<file path="config.mk">
export PLATFORM = sky130hd
export DESIGN_NAME = hud_digit_sequencer
export DESIGN_NICKNAME = d
export VERILOG_FILES = /design/src/rtl/hud_pkg.sv /design/src/rtl/bcd_add3_step.sv /design/src/rtl/hud_digit_sequencer.sv
export SDC_FILE = /design/constraint.sdc
export NUM_CORES = 1
export LEC_CHECK = 0
export ABC_AREA = 1
export CORE_AREA = 2 2 133 135
export DETAILED_ROUTE_END_ITERATION = 8
export DIE_AREA = 0 0 135 137
export MAX_ROUTING_LAYER = met4
export PLACE_DENSITY_LB_ADDON = 0.05
export SYNTH_ARGS = -nofsm -noshare
export SYNTH_HDL_FRONTEND = slang
export SYNTH_HIERARCHICAL = 1
export SYNTH_SLANG_ARGS = --single-unit
</file>
<file path="constraint.sdc">
create_clock -name Clk -period 1.66 [get_ports Clk]
set_input_delay 0.166 -clock Clk [delete_from_list [all_inputs] [get_ports Clk]]
set_output_delay 0.166 -clock Clk [all_outputs]
set_load 0.005 [all_outputs]
</file>
<file path="src/rtl/hud_pkg.sv">
// Shared types, constants and ASCII packing helpers for the HUD digit sequencer.
package hud_pkg;

    typedef enum logic [2:0] {
        IDLE,
        LOAD,
        SHIFT,
        STORE,
        DONE
    } hud_seq_state_t;

    localparam logic [7:0] ASCII_ZERO = 8'h30;
    localparam int         SCORE_MAX  = 9999;
    localparam int         SMALL_MAX  = 99;
    localparam int         NUM_FIELDS = 3;
    localparam int         BCD_W      = 16;

    // One BCD nibble to its ASCII character code.
    function automatic logic [7:0] nibbleToAscii(input logic [3:0] nib);
        return ASCII_ZERO + {4'h0, nib};
    endfunction

    // Four BCD nibbles to {d3,d2,d1,d0} ASCII, d3 = thousands.
    function automatic logic [31:0] bcd4ToAscii(input logic [15:0] bcd);
        return {nibbleToAscii(bcd[15:12]), nibbleToAscii(bcd[11:8]),
                nibbleToAscii(bcd[7:4]), nibbleToAscii(bcd[3:0])};
    endfunction

    // Two BCD nibbles to {d1,d0} ASCII.
    function automatic logic [15:0] bcd2ToAscii(input logic [7:0] bcd);
        return {nibbleToAscii(bcd[7:4]), nibbleToAscii(bcd[3:0])};
    endfunction

endpackage

</file>
<file path="src/rtl/bcd_add3_step.sv">
// Double-dabble correction step: every BCD nibble >= 5 gets 3 added so the
// following left shift carries correctly into the next decimal digit.
module bcd_add3_step
    import hud_pkg::*;
(
    input  logic [BCD_W-1:0] bcdIn,
    output logic [BCD_W-1:0] bcdOut
);

    // Per-nibble conditional add-3.
    always_comb begin
        bcdOut = bcdIn;
        for (int i = 0; i < BCD_W / 4; i++) begin
            if (bcdIn[i*4 +: 4] >= 4'd5) begin
                bcdOut[i*4 +: 4] = bcdIn[i*4 +: 4] + 4'd3;
            end
        end
    end

endmodule

</file>
<file path="src/rtl/hud_digit_sequencer.sv">
// Per-frame HUD digit sequencer. Snapshots score/lives/level on frame_start,
// converts them one after another through a single shared double-dabble
// engine, and publishes all ASCII digits together on entry to DONE.
//
// Handshake: frame_start is a one-cycle request with no ready/back-pressure;
// it is accepted only while the FSM is in IDLE and dropped otherwise (never
// queued). done is a one-cycle strobe, and the digit outputs carry the new
// frame's values in that same cycle and hold them until the next done or reset.
module hud_digit_sequencer
    import hud_pkg::*;
#(
    parameter int IN_W = 16
) (
    input  logic            Clk,
    input  logic            Reset_n,
    input  logic            frame_start,
    input  logic [IN_W-1:0] ScoreInt,
    input  logic [IN_W-1:0] LivesInt,
    input  logic [IN_W-1:0] LevelInt,
    output logic [31:0]     score_ascii,
    output logic [15:0]     lives_ascii,
    output logic [15:0]     level_ascii,
    output logic            busy,
    output logic            done,
    output hud_seq_state_t  seqState
);

    localparam int CNT_W = (IN_W > 1) ? $clog2(IN_W) : 1;

    localparam logic [IN_W-1:0]  SCORE_LIMIT = IN_W'(SCORE_MAX);
    localparam logic [IN_W-1:0]  SMALL_LIMIT = IN_W'(SMALL_MAX);
    localparam logic [1:0]       LAST_IDX    = 2'(NUM_FIELDS - 1);
    localparam logic [CNT_W-1:0] SHIFT_LAST  = CNT_W'(IN_W - 1);

    hud_seq_state_t state;
    hud_seq_state_t nextState;

    logic [IN_W-1:0]  snapScore;
    logic [IN_W-1:0]  snapLives;
    logic [IN_W-1:0]  snapLevel;
    logic [1:0]       idx;

    logic [IN_W-1:0]  selVal;
    logic [IN_W-1:0]  satVal;

    logic [IN_W-1:0]  binReg;
    logic [BCD_W-1:0] bcdReg;
    logic [BCD_W-1:0] bcdAdj;
    logic [CNT_W-1:0] shiftCnt;

    logic [15:0]      shadowScore;
    logic [7:0]       shadowLives;
    logic [7:0]       shadowLevel;

    // State register.
    always_ff @(posedge Clk) begin
        if (!Reset_n) begin
            state <= IDLE;
        end else begin
            state <= nextState;
        end
    end

    // Next-state logic: three LOAD/SHIFT/STORE passes, then a single DONE cycle.
    always_comb begin
        nextState = state;
        case (state)
            IDLE:    if (frame_start) nextState = LOAD;
            LOAD:    nextState = SHIFT;
            SHIFT:   if (shiftCnt == '0) nextState = STORE;
            STORE:   nextState = (idx < LAST_IDX) ? LOAD : DONE;
            DONE:    nextState = IDLE;
            default: nextState = IDLE;
        endcase
    end

    // Status decode straight from the state register, so both are glitch-free.
    always_comb begin
        busy     = (state == LOAD) || (state == SHIFT) || (state == STORE);
        done     = (state == DONE);
        seqState = state;
    end

    // Pick the snapshot for the current field and clamp it to what its digits can show.
    always_comb begin
        selVal = snapScore;
        satVal = snapScore;
        case (idx)
            2'd0: begin
                selVal = snapScore;
                satVal = (selVal > SCORE_LIMIT) ? SCORE_LIMIT : selVal;
            end
            2'd1: begin
                selVal = snapLives;
                satVal = (selVal > SMALL_LIMIT) ? SMALL_LIMIT : selVal;
            end
            default: begin
                selVal = snapLevel;
                satVal = (selVal > SMALL_LIMIT) ? SMALL_LIMIT : selVal;
            end
        endcase
    end

    bcd_add3_step u_add3 (
        .bcdIn  (bcdReg),
        .bcdOut (bcdAdj)
    );

    // Snapshot capture and field index.
    always_ff @(posedge Clk) begin
        if (!Reset_n) begin
            snapScore <= '0;
            snapLives <= '0;
            snapLevel <= '0;
            idx       <= '0;
        end else if (state == IDLE && frame_start) begin
            snapScore <= ScoreInt;
            snapLives <= LivesInt;
            snapLevel <= LevelInt;
            idx       <= '0;
        end else if (state == STORE) begin
            idx <= idx + 2'd1;
        end
    end

    // Shared conversion engine: load, then IN_W rounds of add-3 followed by a left shift.
    always_ff @(posedge Clk) begin
        if (!Reset_n) begin
            binReg   <= '0;
            bcdReg   <= '0;
            shiftCnt <= '0;
        end else if (state == LOAD) begin
            binReg   <= satVal;
            bcdReg   <= '0;
            shiftCnt <= SHIFT_LAST;
        end else if (state == SHIFT) begin
            {bcdReg, binReg} <= {bcdAdj, binReg} << 1;
            if (shiftCnt != '0) begin
                shiftCnt <= shiftCnt - 1'b1;
            end
        end
    end

    // Shadow the finished field; the last field's STORE also publishes every output
    // at once, so the renderer never sees a mix of old and new digits.
    always_ff @(posedge Clk) begin
        if (!Reset_n) begin
            shadowScore <= '0;
            shadowLives <= '0;
            shadowLevel <= '0;
            score_ascii <= {4{ASCII_ZERO}};
            lives_ascii <= {2{ASCII_ZERO}};
            level_ascii <= {2{ASCII_ZERO}};
        end else if (state == STORE) begin
            case (idx)
                2'd0:    shadowScore <= bcdReg;
                2'd1:    shadowLives <= bcdReg[7:0];
                default: shadowLevel <= bcdReg[7:0];
            endcase
            if (nextState == DONE) begin
                score_ascii <= bcd4ToAscii(shadowScore);
                lives_ascii <= bcd2ToAscii(shadowLives);
                level_ascii <= bcd2ToAscii(bcdReg[7:0]);
            end
        end
    end

endmodule

</file>
# ---- Word level (Yosys, flattened, before mapping)
# Cells that the tools add are included.
dict set report totals {
  romBits 0
  mem_count 0
  input_bits 51
  out_inout_bits 69
  regBits 177
  mem_bits_rw 0
  latchBits 0
}
dict set report op_classes {
  n_mux 17
  add_sub_neg 14
  magnitude_cmp 8
  div_mod_pow 0
  eq_ne 6
  reduce_logical 15
  mul 0
  n_bitwise 1
  n_shift 0
}
# cell n
set ops {}
lappend ops {{16-bit two-way mux} 5}
lappend ops {{6-bit by 4-bit adder with 7-bit output, first input constant} 8}
lappend ops {{16-bit by 7-bit > comparator with 1-bit output, second input constant} 2}
lappend ops {{16-bit case mux with 2 select lines} 1}
lappend ops {{4-bit two-way mux} 6}
lappend ops {{4-bit by 3-bit greater-or-equal comparator with 1-bit output, second input constant} 4}
lappend ops {{16-bit by 14-bit > comparator with 1-bit output, second input constant} 1}
lappend ops {{4-bit by 2-bit adder with 4-bit output, second input constant} 3}
lappend ops {{3-bit two-way mux} 4}
lappend ops {{3-bit case mux with 4 select lines} 1}
lappend ops {{2-bit AND reduction} 4}
lappend ops {{3-bit by 2-bit equality test with 1-bit output, second input constant} 2}
lappend ops {{3-bit equality test, second input constant} 2}
lappend ops {{4-bit zero test} 1}
lappend ops {{2-bit nonzero test} 2}
lappend ops {{4-bit nonzero test} 1}
lappend ops {{2-bit OR reduction} 2}
lappend ops {{4-bit by 1-bit subtractor with 4-bit output, second input constant} 1}
lappend ops {{3-bit by 2-bit adder with 3-bit output, second input constant} 1}
lappend ops {{3-bit by 1-bit equality test with 1-bit output, second input constant} 1}
lappend ops {{3-bit zero test} 1}
lappend ops {{2-bit by 1-bit adder with 2-bit output, second input constant} 1}
lappend ops {{2-bit by 1-bit equality test with 1-bit output, second input constant} 1}
lappend ops {{2-bit zero test} 1}
lappend ops {{4 further kinds} 5}

# ---- Logic depth before layout (Yosys ltp)
# Gate-level depths: netlist (run 1).
dict set report depth {
  word_depth 5
  mapped_depth 12
  depth_no_buf 10
}

# ---- Cells and area by module
# Netlist (run 1), hierarchy kept.
# module area_each_um2 n_inst cells_each seq_area_each_um2
set by_module_without_submodules {}
lappend by_module_without_submodules {hud_digit_sequencer 6033.3 1 794 2902.8}
lappend by_module_without_submodules {bcd_add3_step 490.5 1 88 0.0}

# ---- Worst setup path after synthesis (run 1)
# OpenSTA, ideal clock, no wires.
dict set report synth_path {
  path_kind {register to register}
  start {register idx[1]}
  end {register binReg[0]}
  period_less_slack_ns 1.789
  path_buffers 2
  setup_time_ns 0.132
  arrival_ns 1.657
  path_slack_ns -0.129
  path_stages_with_launch 13
  cell_sequence {dfxtp_1 clkbuf_1 inv_1 ha_1 clkbuf_1 nor2_1 inv_1 nor2_1 nand2_1 nand2_1 inv_1 nand2_1 a21oi_1}
}
dict set report synth_between {
  elab_chain_len 3
  word_cells_on_any_way 4
  cone_classes {1 x eq/ne; 2 x mux; 1 x reduce/logical}
}
# item line_no
set synth_lines {}
lappend synth_lines {{from (decl)} hud_digit_sequencer.sv:41} ;# logic [1:0] idx;
lappend synth_lines {{from (signal assigned)} hud_digit_sequencer.sv:122} ;# idx <= idx + 2'd1;
lappend synth_lines {{2-bit by 1-bit equality test with 1-bit output / 2-bit zero test (equally long branches)} hud_digit_sequencer.sv:88} ;# case (idx)
lappend synth_lines {{16-bit case mux with 2 select lines (*)} hud_digit_sequencer.sv:88}
lappend synth_lines {{16-bit two-way mux (*)} hud_digit_sequencer.sv:132} ;# end else if (state == LOAD) begin
lappend synth_lines {{to (signal assigned)} hud_digit_sequencer.sv:133} ;# binReg <= satVal;
lappend synth_lines {{to (signal assigned)} hud_digit_sequencer.sv:137} ;# {bcdReg, binReg} <= {bcdAdj, binReg} << 1;
lappend synth_lines {{to (decl)} hud_digit_sequencer.sv:46} ;# logic [IN_W-1:0] binReg;
# Mark *: on every way between the ends. The rest lies on a longest branch, timed or not.
# A chain may end at the register's enable or synchronous reset.

# ---- Worst setup path in the final report (run 1)
dict set report layout_path {
  start {register state[0] (netlist: seqState[0])}
  end {output port busy}
}
dict set report layout_between {
  elab_chain_len 3
  word_cells_on_any_way 5
  cone_classes {3 x eq/ne; 2 x reduce/logical}
}
# item line_no
set layout_lines {}
lappend layout_lines {{from (decl)} hud_digit_sequencer.sv:35} ;# hud_seq_state_t state;
lappend layout_lines {{from (signal assigned)} hud_digit_sequencer.sv:60} ;# state <= nextState;
lappend layout_lines {{3-bit by 1-bit equality test with 1-bit output / 3-bit by 2-bit equality test with 1-bit output (equally long branches)} hud_digit_sequencer.sv:79} ;# busy = (state == LOAD) || (state == SHIFT) || (state == STORE);
lappend layout_lines {{1-bit logical OR} hud_digit_sequencer.sv:79}
lappend layout_lines {{1-bit logical OR (*)} hud_digit_sequencer.sv:79}
lappend layout_lines {{to (decl)} hud_digit_sequencer.sv:23} ;# output logic busy,
# Marks and branches as above.

==> run_results.csv, run 1 <==
group,metric,value,unit
clock_network,ctsRootBufferMaster,"clkbuf_16",
floorplan,die_x,135,um
logic_synthesis,netlist_area,6505,um^2
run_status,status,"finished clean",
routing,drt_iter0_markers,303,
routing,vias,5720,
critical_path,arrival,1.38,ns
clock_network,htree_levels,4,
power,switching_share,26.10,%
sta,skew,0.009742,ns
floorplan,placementRows,48,
sta,hold_viol_final,0,
placed_design,place_area,7525,um^2
power,pwr-share-clk,45.3,%
floorplan,die_h,137,um
min_path,min_path_type,"input port to flop",
clock_network,clock-sinks,145,
floorplan,coreArea,17060,um^2
critical_path,endpoint_kind,"output pin",
final_layout,fill_cells,1700,
final_layout,design_area,8195,um^2
grt,grt_max_degree,70,
placed_design,gp_congestion,0.8380,
clock_network,clk_latency,0.43,ns
grt,grt_pass1_wl,25630,um
critical_path,start_kind,"flop",
power,p_int,6752,uW
sta,drv_slew,0,
logic_synthesis,synthCells,878,
final_layout,area_growth,25.99,%
sta,finalSetupViolations,0,
routing,via_per_inst,4.771,
final_layout,fin_nets,1023,
routing,wl,15670,um
power,p_switching,2385,uW
power,p_leak,0.003065,uW
placed_design,dp_hpwl,10900,um
routing,antenna_left,0,
power,irDropWorstVdd,0.7829,mV
sta,fin_crit_sh,93.27,%
floorplan,ioPinCount,120,
sta,fin_setup_tns,0,ns
grt,grt_overflow,0,
clock_network,clkSlewWorstSetupHoldPaths,0.07,ns
floorplan,die_area,18500,um^2
clock_network,clk_path_buf_depth,2,
grt,first_global_vias,5485,
job,drv_cap,0,
clock_network,numCtsBuffers,17,
placed_design,port_buffers,87,
logic_synthesis,ys_warn_count,6,
critical_path,worstSetupPathType,"flop to output pin",
final_layout,drive_above_1_share,9.959,%
grt,grt_usage,17.96,%
power,p_per_area,1115,nW/um^2
routing,wl_per_cell,13.07,um
sta,fmax,645.9,MHz
clock_network,cts_hold_buffers,0,
grt,antenna_found_initial,0,
routing,drcViolationCount,0,
floorplan,start_util,38.14,%
power,share_seq_of_total_power,41.6,%
critical_path,worstPathMaxFanout,4,
logic_synthesis,syn_area_per_cell,7.409,um^2
critical_path,cp.required,1.49,ns
sta,period_minus_slack,1.548,ns
power,finalPower,9137,uW
clock_network,cts_tree,"built",
routing,drtPass1Iterations,4,
final_layout,antennaDiodeCount,0,
sta,grt_setup_unrepaired,"no",
power,combPwrFrac,13.1,%
-- what timing repair did --
item                                    CTS  global route
pin swaps                                 1             1
resized for setup                        10             3
setup buffers                             1             1
endpoints found under the setup margin    3             3
gates cloned                              0             0
-- flip-flops by register name, summed over array words and instances, names as in the netlist, 16 cells and up --
| signal | cells |
|---|---|
| score_ascii | 16 |
| bcdReg | 16 |
| snapLevel | 16 |
| snapLives | 16 |
| shadowScore | 16 |
| snapScore | 16 |
| binReg | 16 |
-- final cells by class --
cell class,instances,area [um^2],area share [%]
flip-flops and latches,145,2914,35.56
multi-input cells,622,3003,36.64
clock buffers,18,439.2,5.359
repair buffers,116,1132,13.82
inverters,59,221.5,2.702
well taps,225,281.5,3.435
clock inverters,14,203.9,2.489
-- through the flow --
step | setup WS, ns | hold WS (ns) | util [%] | std cells
2_1_floorplan | 0.0009509 | 0.3327 | - | 908
3_3_place_gp | 0.1716 | 0.4398 | 44.12 | 1165
3_5_place_dp | 0.1097 | 0.4461 | 44.12 | 1165
4_1_cts | 0.02504 | 0.3458 | 48.01 | 1198
5_1_grt | 0.02510 | 0.3568 | 48.05 | 1199
6_report | 0.1118 | 0.3582 | 48.05 | 1199
-- layer usage --
metal	track usage, %	vias up	wire, um
li1	-	2996	-
met4	7.292	0	289
met1	20.15	2596	7070
met2	31.36	106	7839
met3	3.630	22	468
met5	-	-	0
-- power groups by stage --
stage | clock [uW] | sequential, uW | combinational (uW)
final | 4140 | 3800 | 1200
after global routing | 4400 | 3820 | 1360
after CTS | 4230 | 3800 | 1200
after detailed placement | 0 | 3880 | 1200
after global placement | 0 | 3870 | 1170
after floorplan | 0 | 3850 | 868
-- path summary, 6_finish.rpt --
path	end	slack [ns]	depth (start not counted)	start
worst max-delay path	busy	0.11	7	seqState[0]$_SDFF_PN0_
worst min-delay path	snapLives[7]$_SDFFE_PN0P_	0.36	3	LivesInt[7]
worst max register to register	score_ascii[0]$_SDFFE_PN0P_	0.17	6	seqState[1]$_SDFF_PN0_
worst min register to register	snapLevel[13]$_SDFFE_PN0P_	0.45	2	snapLevel[13]$_SDFFE_PN0P_
-- worst max-delay path: stages, from the launching register on --
cell      delay, ns
dfxtp_4        0.37
inv_2          0.06
nor3_4         0.20
inv_2          0.07
nand2_4        0.06
inv_1          0.05
nand2_1        0.05
clkbuf_2       0.11
-- layout by cell type, fill, tap and decap left out, drive strengths merged --
cell and count:
conb 32, nand3b 3, nand4 6, nor2 94, o21ai 83, nor3 7
clkdlybuf4s50 85, dlygate4sd2 1, a221oi 1, clkbuf 19, clkinvlp 3, nor3b 1
xnor2 1, a22oi 2, bufinv 4, nand2 174, nand3 78, a31oi 2
a21oi 117, ha 11, dfxtp 145, clkinv 3, o21a 7, o211ai 3
buf 29, inv 63
Note: power is estimated with default switching activity, not from simulation.
==> run 2: changes to the inputs <==
MAX_ROUTING_LAYER = not set   (was met4)
==> run 2 against run 1 <==
Compared with the run above:
- register-to-register slack is essentially flat
- clock power is essentially flat
- critical path depth is the same
==> run_results.csv, run 2 (synthesized netlist as in run 1, its figures left out) <==
group,metric,value,unit
placed_design,dp_hpwl,10900,um
clock_network,htree_levels,4,
critical_path,critPathSlowestCell,"dfxtp_4",
job,drv_cap,0,
power,combPwrFrac,13.1,%
power,finalPower,9135,uW
critical_path,path_cells,"inv_2 -> nor3_4 -> inv_2 -> nand2_4 -> inv_1 -> nand2_1 -> clkbuf_2",
sta,fmax,645.6,MHz
final_layout,layout_common_cells,"nand2_1, dfxtp_1, a21oi_1",
sta,skew,0.01004,ns
sta,holdWs,0.3606,ns
sta,grt_setup_unrepaired,"no",
routing,via_per_inst,4.786,
critical_path,start_kind,"flop",
critical_path,cp.required,1.49,ns
placed_design,gp_congestion,0.8244,
min_path,hold_end,"snapLives[7]$_SDFFE_PN0P_",
final_layout,area_growth,25.99,%
floorplan,placementRows,48,
routing,wl,15600,um
sta,finalSetupViolations,0,
grt,first_global_vias,5483,
grt,grt_max_degree,70,
power,p_int,6753,uW
run_status,status,"finished clean",
routing,antenna_left,0,
floorplan,ioPinCount,120,
critical_path,slowest_delay,0.37,ns
grt,grt_overflow,0,
routing,drtPass1Iterations,4,
grt,grt_usage,17.44,%
final_layout,multi_input_area,3003,um^2
sta,fin_crit_sh,93.31,%
sta,period_minus_slack,1.549,ns
placed_design,port_buffers,87,
critical_path,worstPathMaxFanout,4,
routing,vias,5738,
routing,drt_iter0_markers,303,
routing,drcViolationCount,0,
sta,fin_setup_tns,0,ns
power,share_seq_of_total_power,41.6,%
power,p_per_area,1115,nW/um^2
floorplan,coreArea,17060,um^2
final_layout,drive_above_1_share,9.959,%
clock_network,ctsRootBufferMaster,"clkbuf_16",
clock_network,numCtsBuffers,17,
grt,antenna_found_initial,0,
sta,hold_viol_final,0,
floorplan,die_h,137,um
clock_network,cts_tree,"built",
critical_path,worstReg2RegEnd,"score_ascii[0]$_SDFFE_PN0P_",
final_layout,seqCellArea,2914,um^2
min_path,min_path_type,"input port to flop",
clock_network,clock-sinks,145,
power,p_switching,2382,uW
critical_path,crit_top_cell,"inv_2",
clock_network,clk_latency,0.42,ns
power,p_leak,0.003065,uW
floorplan,start_util,38.14,%
min_path,hold_path_startpoint,"LivesInt[7]",
routing,wl_per_cell,13.01,um
final_layout,final_common_cell,"nand2_1",
clock_network,clk_path_buf_depth,2,
power,irDropWorstVdd,0.7787,mV
min_path,hold_path_depth,3,
critical_path,arrival,1.38,ns
floorplan,die_x,135,um
final_layout,fill_cells,1700,
floorplan,die_area,18500,um^2
critical_path,timing.rr.start,"seqState[1]$_SDFF_PN0_",
critical_path,endpoint_kind,"output pin",
critical_path,r2r_slack,0.18,ns
grt,grt_pass1_wl,25610,um
final_layout,fin_nets,1023,
clock_network,clkSlewWorstSetupHoldPaths,0.06,ns
power,switching_share,26.08,%
critical_path,reg2regPathDepth,6,
sta,drv_slew,0,
final_layout,antennaDiodeCount,0,
critical_path,worstSetupPathType,"flop to output pin",
power,pwr-share-clk,45.3,%
[run 2: cell counts in the layout (fill, tap and decap cells not counted)]
No cell type changed its count.
[run 2: power groups by stage]
stage | Sequential (uW) | Combinational (uW) | Clock [uW]
5_1_grt | 3820 | 1360 | 4400
3_3_place_gp | 3870 | 1170 | 0
6_report | 3800 | 1190 | 4140
3_5_place_dp | 3880 | 1200 | 0
2_1_floorplan | 3850 | 868 | 0
4_1_cts | 3800 | 1200 | 4230
[run 2: cell type report]
class	count	area share [%]
clock buffer	18	5.359
clock inverter	14	2.489
inverter	59	2.702
multi-input combinational	622	36.64
sequential	145	35.56
tap	225	3.435
timing repair buffer	116	13.82
[run 2: per-layer routing]
layer | track usage, % | routed length (um) | up-vias | share of wire [%]
met4 | 7.060 | 226 | 0 | 1.4
li1 | - | - | 2997 | -
met2 | 31.27 | 7954 | 104 | 51
met5 | 0 | 0 | - | 0
met3 | 4.000 | 538 | 18 | 3.4
met1 | 20.06 | 6884 | 2619 | 44
[run 2: through the flow]
stage	cells	setup slack (ns)	instance area, um^2	utilization (%)
after floorplan	908	0.0009509	6619	-
after global routing	1199	0.02463	8195	48.05
after detailed placement	1165	0.1097	7525	44.12
final	1199	0.1111	8195	48.05
after CTS	1198	0.02504	8189	48.01
after global placement	1165	0.1716	7525	44.12
[run 2: repair_timing]
action	CTS	global route
pin swaps	1	1
hold buffers	0	0
endpoints found under the hold margin	0	0
setup endpoints to repair	3	3
buffers inserted	1	1
gates resized for setup	10	3
[run 2: worst max-delay path, delay by kind of cell (launching register included)]
kind                   cells  cell delay [ns]
DFF                        1             0.37
and+or+nand+nor            3             0.31
buffers and inverters      4             0.29
[run 2: worst max path at each step]
stage                            from                     end  slack, ns
6_report       seqState[0]$_SDFF_PN0_                    busy       0.11
4_1_cts        seqState[1]$_SDFF_PN0_                    busy       0.03
3_3_place_gp   seqState[2]$_SDFF_PN0_                    busy       0.17
3_5_place_dp   seqState[2]$_SDFF_PN0_                    busy       0.11
2_1_floorplan     idx[1]$_SDFFE_PP0P_  binReg[0]$_SDFFE_PN0P_      0.001
5_1_grt        seqState[0]$_SDFF_PN0_                    busy       0.02
==> run 3: changes to the inputs <==
REMOVE_ABC_BUFFERS = 1   (was not set)
==> run 3 against run 2 <==
Compared with the run above:
- global-route usage shrank 0.25 points
- clock skew decreased by 0.0047 ns
- sequential power is essentially flat
- non-clock buffer count increased by 1
- combinational power hardly changed
- clock power shrank 2%
- worst hold slack gained 0.016 ns
- die area did not move
- power fell by 0.84%
- register-to-register slack lost 0.03 ns
- sequential share of layout area is 0.19 points lower
- largest cell class unchanged
- largest power group unchanged
==> run_results.csv, run 3 (synthesized netlist as in run 1, its figures left out) <==
group,metric,value,unit
routing,drcViolationCount,0,
final_layout,fill_cells,1768,
clock_network,ctsRootBufferMaster,"clkbuf_16",
floorplan,coreArea,17060,um^2
grt,grt_overflow,0,
floorplan,die_x,135,um
final_layout,drive_above_1_share,10.15,%
sta,finalSetupViolations,0,
clock_network,clk_latency,0.41,ns
job,drv_cap,0,
routing,wl_per_cell,12.54,um
grt,first_global_vias,5432,
critical_path,reg2regPathDepth,7,
final_layout,fin_nets,1024,
sta,period_minus_slack,1.574,ns
sta,grt_setup_unrepaired,"no",
final_layout,final_cell_count_no_fill,1200,
power,p_per_area,1100,nW/um^2
clock_network,cts_tree,"built",
final_layout,seqCellArea,2912,um^2
sta,hold_viol_final,0,
power,switching_share,24.70,%
power,pwr-share-clk,44.7,%
power,p_switching,2237,uW
critical_path,endpoint_kind,"output pin",
min_path,min_path_type,"input port to flop",
placed_design,dp_hpwl,10330,um
final_layout,final_common_cell,"nand2_1",
final_layout,layout_common_cells,"nand2_1, dfxtp_1, a21oi_1",
critical_path,cp.required,1.49,ns
clock_network,clkSlewWorstSetupHoldPaths,0.06,ns
critical_path,worstSetupPathType,"flop to output pin",
routing,drtPass1Iterations,4,
floorplan,die_h,137,um
run_status,status,"finished clean",
clock_network,clk_path_buf_depth,2,
sta,fin_crit_sh,94.84,%
sta,drv_slew,0,
sta,holdWs,0.3769,ns
routing,drt_iter0_markers,291,
grt,grt_usage,17.19,%
placed_design,placedCellCount,1168,
routing,wl,15040,um
clock_network,numCtsBuffers,17,
grt,grt_pass1_wl,25670,um
routing,antenna_left,0,
power,p_int,6821,uW
min_path,hold_path_depth,3,
floorplan,die_area,18500,um^2
critical_path,start_kind,"flop",
clock_network,htree_levels,4,
sta,skew,0.005382,ns
grt,antenna_found_initial,0,
placed_design,port_buffers,87,
sta,fmax,635.2,MHz
final_layout,antennaDiodeCount,0,
power,p_leak,0.003086,uW
critical_path,worstPathMaxFanout,4,
clock_network,cts_hold_buffers,0,
power,combPwrFrac,13.3,%
floorplan,placementRows,48,
power,share_seq_of_total_power,41.9,%
critical_path,arrival,1.41,ns
grt,grt_max_degree,49,
routing,vias,5749,
routing,via_per_inst,4.791,
power,irDropWorstVdd,0.7541,mV
floorplan,start_util,38.14,%
final_layout,multi_input_area,3005,um^2
clock_network,clock-sinks,145,
clock_network,postCtsSetupRepairBufs,0,
placed_design,gp_congestion,0.8339,
final_layout,area_growth,26.54,%
floorplan,ioPinCount,120,
run 3: what timing repair did:
action | CTS | global route
endpoints found under the setup margin | 3 | 5
pin swaps | 0 | 1
gates resized for setup | 9 | 6
run 3: final timing paths:
check | start | endpoint | slack, ns
worst max register to register | idx[1]$_SDFFE_PP0P_ | binReg[12]$_SDFFE_PN0P_ | 0.15
worst min register to register | snapLevel[12]$_SDFFE_PN0P_ | snapLevel[12]$_SDFFE_PN0P_ | 0.45
worst max-delay path | seqState[2]$_SDFF_PN0_ | seqState[2] | 0.09
worst min-delay path | ScoreInt[5] | snapScore[5]$_SDFFE_PN0P_ | 0.38
run 3: power by group through the flow:
stage                     clock (uW)  combinational, uW  sequential, uW
final                           4050               1210            3800
after global routing            4310               1380            3820
after CTS                       4150               1220            3800
after detailed placement           0               1210            3870
after global placement             0               1190            3870
after floorplan                    0                727            3850
run 3: area by class of cell:
type                       count  area share (%)
multi-input combinational    622           36.51
sequential                   145           35.37
timing repair buffer         117           14.15
clock buffer                  24           6.338
tap                          225           3.420
inverter                      59           2.721
clock inverter                 8           1.490
run 3: layer usage:
metal	GRT usage (%)	vias up	wire length, um	part of all wire (%)
li1	-	2993	-	-
met1	20.65	2640	6820	45
met2	30.65	103	7616	51
met3	3.296	13	412	2.7
met4	6.076	0	193	1.3
met5	0	-	0	0
run 3: stage by stage:
stage               setup TNS (ns)  setup WS [ns]  util, %  area, um^2  power [uW]
floorplan                   -79.96        -0.8770        -        6115        4579
global placement                 0        0.09166    44.40        7572        5060
detailed placement               0        0.05782    44.40        7572        5088
CTS                      -0.005131      -0.005131    48.22        8225        9169
global route                     0       0.003964    48.26        8232        9514
finish                           0        0.08559    48.26        8232        9058
run 3: critical path, stage by stage (launching register included):
cell and delay (ns):
dfxtp_4 0.39, buf_4 0.12, clkdlybuf4s50_1 0.49
